`src/rtl/wf_pending_rr_scheduler.sv`:
```
// Wavefront pending-flag tracker with a round-robin pick and a one-entry
// registered valid/ready grant stage.
module wf_pending_rr_scheduler #(
  parameter int unsigned NUM_WF  = 40,
  parameter int unsigned WF_ID_W = 6
) (
  input  logic               clk,
  input  logic               rst,
  input  logic [NUM_WF-1:0]  set_vec,
  input  logic [NUM_WF-1:0]  clear_vec,
  input  logic               halt,
  output logic               grant_valid,
  output logic [WF_ID_W-1:0] grant_wfid,
  input  logic               grant_ready,
  output logic [NUM_WF-1:0]  pending_vec,
  output logic               pending_any
);

  logic [NUM_WF-1:0]  pending_q;
  logic [WF_ID_W-1:0] last_ptr;
  logic [WF_ID_W-1:0] sel;
  logic [NUM_WF-1:0]  grant_clear;
  logic               free;
  logic               load;

  assign pending_vec = pending_q;
  assign pending_any = |pending_q;
  assign free        = !grant_valid || grant_ready;
  assign load        = free && !halt && pending_any;

  // Round-robin search starting just after last_ptr and ending on it,
  // wrapping at NUM_WF; the first pending slot found wins.
  always_comb begin
    int unsigned base;
    int unsigned idx;
    logic        found;
    sel   = '0;
    found = 1'b0;
    base  = 32'(last_ptr);
    idx   = 0;
    for (int unsigned k = 1; k <= NUM_WF; k++) begin
      idx = base + k;
      if (idx >= NUM_WF) idx = idx - NUM_WF;
      if (!found && pending_q[idx]) begin
        found = 1'b1;
        sel   = WF_ID_W'(idx);
      end
    end
  end

  // One-hot clear of the slot being loaded into the output stage.
  always_comb begin
    grant_clear = '0;
    if (load) grant_clear[sel] = 1'b1;
  end

  // Pending flags: set dominates explicit clear and grant clear.
  always_ff @(posedge clk or posedge rst) begin
    if (rst) begin
      pending_q <= '0;
    end else begin
      pending_q <= set_vec | (pending_q & ~(clear_vec | grant_clear));
    end
  end

  // Output stage and round-robin pointer; a stalled grant is held.
  always_ff @(posedge clk or posedge rst) begin
    if (rst) begin
      grant_valid <= 1'b0;
      grant_wfid  <= '0;
      last_ptr    <= WF_ID_W'(NUM_WF - 1);
    end else if (load) begin
      grant_valid <= 1'b1;
      grant_wfid  <= sel;
      last_ptr    <= sel;
    end else if (free) begin
      grant_valid <= 1'b0;
    end
  end

endmodule

```
`config.mk`:
```
export PLATFORM = sky130hd
export DESIGN_NAME = wf_pending_rr_scheduler
export DESIGN_NICKNAME = d
export VERILOG_FILES = /design/src/rtl/wf_pending_rr_scheduler.sv
export SDC_FILE = /design/constraint.sdc
export NUM_CORES = 1
export LEC_CHECK = 0
export ABC_AREA = 1
export CAP_MARGIN = 20
export CORE_MARGIN = 3
export CORE_UTILIZATION = 45
export CTS_BUF_LIST = sky130_fd_sc_hd__clkbuf_16
export DETAILED_ROUTE_END_ITERATION = 10
export PLACE_DENSITY = 0.66
export SKIP_CTS_REPAIR_TIMING = 1
export SLEW_MARGIN = 20
export SYNTH_ARGS = -nofsm -noshare
export SYNTH_HDL_FRONTEND = slang
export SYNTH_SLANG_ARGS = --single-unit
export TNS_END_PERCENT = 20
```
`constraint.sdc`:
```
create_clock -name clk -period 8.4 [get_ports clk]
set_clock_uncertainty 0.15 [all_clocks]
set_input_delay 1.68 -clock clk [delete_from_list [all_inputs] [get_ports clk]]
set_output_delay 1.68 -clock clk [all_outputs]
set_load 0.03 [all_outputs]
```
==> metrics.csv <==
metric,value,unit
outcome,"finished, final reports clean",
crit end category,register,
area post-placement,14600,um^2
unrepaired setup endpoints after global routing,no,
Skew-Pair Late Insertion Delay,310,ps
htree depth,2,
pin count of the biggest net entering global routing,73,
Std-Cell Rows,61,
"Reg clk slew, reported paths",80,ps
final instance area,14800,um^2
Layout area overhead,15.4,%
# DRC,0,
"Slew Viols, Final",0,
first-pass GRT wire length,93700,um
Max Cap Viol,0,
# setup viols final,0,
synth warn,0,
worst-case clock buffer depth,2,
port buffer count,131,
die height,175,um
startpoint types,register,
max incr delay on CP,820,ps
Starting Density,0.459,
fraction of layout cells with a size suffix above 1,0.0748,
Initial DRC Count,2067,
post-route setup TNS,0,ps
fillers,2930,
Worst Max-Slew Pin Slew,1210,ps
Synth Register Bits,51,
synthesized area,12800,um^2
Total Nets Final,2619,
Crit Path Class,reg -> reg,
Root Driver,clkbuf_16,
Main synth FF type,dfrtp_1,
WL final,63400,um
final hold violation count,0,
cts bufs inserted,5,
Post-Synthesis Cells,2346,
"most common cell after layout, fill and taps aside",nand2_1,
clk sinks,51,
WL per Instance,22.2,um
die area,30500,um^2
Die X,175,um
total global routing overflow,0,
"commonest cells after routing, fill and taps aside","nand2_1 (696), inv_1 (309), nor2_1 (252)",
Final period util,0.924,
Core ar.,27900,um^2
Crit path top cell by count,nand2_1,
overall routing resource usage,0.401,
CTS tree,done,
vias in the first global route,15500,
FF+latch area,1280,um^2
Worst Hold Class,reg -> reg,
slowest CP cell,dfstp_2,
Max-Slew Margin vs Limit,0.182,
Syn Nets,2492,
gp weighted congestion,1.06,
area of the multi-input gates,9890,um^2
HPWL Detailed,52500,um
Worst Path Max Fanout,14,
vias post-DR,17000,
IO Count,132,
syn_area_per_cell,5.46,um^2
Async SR Flop Fraction,1.00,
Max Fclk,0.129,GHz
Final ANT Viol Nets,0,
number of synthesized flops with an enable pin,0,
first-pass iteration count of the detailed router,6,
post-synth cell types,63,
hold_ws,347,ps
vias per cell,5.96,
sequential fraction of the synthesis area,0.100,
fin crit period,7770,ps
initial antenna violation count,5,
CP arrival,7800,ps
WP data required,8440,ps
==> logic make-up after synthesis <==
kind of cell / Yosys count / synth area share
AO/OA/AOI/OAI: 361 / 0.159
AND/OR/NAND/NOR: 1387 / 0.490
XOR/XNOR: 75 / 0.0545
flip-flops: 51 / 0.100
multiplexers: 9 / 0.00713
adder cells (fa/ha/maj): 62 / 0.0605
buffers and inverters: 401 / 0.128
==> flip-flops by register name, indices dropped and copies added, names as in the netlist <==
register	count
last_ptr	4
grant_wfid	6
grant_valid	1
pending_vec	40
==> cell usage after synthesis, drive strengths merged, types with 8 or more instances <==
cell | count | area (um^2)
nand2 | 715 | 2750
inv | 334 | 1250
nor2 | 268 | 1140
nand3 | 249 | 1330
o21ai | 213 | 1090
nand4 | 82 | 616
a21oi | 72 | 383
ha | 62 | 776
xor2 | 61 | 576
dfrtp | 47 | 1180
buf | 44 | 303
or2 | 33 | 206
nor3 | 25 | 141
clkbuf | 16 | 60.1
o21bai | 15 | 113
o21a | 14 | 105
xnor2 | 14 | 123
o211ai | 11 | 82.6
mux2i | 8 | 80.1
==> per-layer routing <==
| layer | vias up | global-route usage | routed length, um |
|---|---|---|---|
| met5 | - | 0 | 34 |
| met4 | 6 | 0.255 | 5010 |
| met3 | 240 | 0.0687 | 7000 |
| met2 | 1165 | 0.618 | 26700 |
| met1 | 7732 | 0.518 | 24600 |
| li1 | 7866 | - | - |
==> per-stage QoR <==
stage / util / setup WS, ps / instances
after global routing: 0.529 / 135 / 2852
after floorplan: - / 1820 / 2346
after CTS: 0.529 / 817 / 2852
after global placement: 0.523 / 1070 / 2844
final: 0.529 / 635 / 2853
after detailed placement: 0.523 / 874 / 2844
==> worst paths after layout <==
kind,slack (ps),to,start,cells past startpoint
setup / recovery,630,pending_vec[36],last_ptr[1],41
hold / removal,350,grant_wfid[5],grant_wfid[5],2
setup reg to reg,630,pending_vec[36],last_ptr[1],41
hold reg to reg,350,grant_wfid[5],grant_wfid[5],2
max in group asynchronous,5810,pending_vec[4],rst,2
min in group asynchronous,1710,pending_vec[23],rst,2
==> worst max-delay path, delay by kind of cell (launching register included) <==
kind                       cells  cell delay, ps
and+or+nand+nor               34            4710
DFF                            1             820
buffers and inverters          3             670
AOI/OAI and AO/OA              2             640
adders and majority gates      2             590
==> layout make-up <==
| class | instances | share of cell area |
|---|---|---|
| well taps | 378 | 0.0320 |
| inverters | 341 | 0.0866 |
| diodes | 1 | 0.000169 |
| repair buffers | 180 | 0.114 |
| clock inverters | 3 | 0.00288 |
| multi-input cells | 1894 | 0.669 |
| clock buffers | 5 | 0.00846 |
| flip-flops and latches | 51 | 0.0866 |
Power is left out: the tool's default activity adds up to more than one toggle a clock period on the data nets, which glitch-free logic cannot reach.
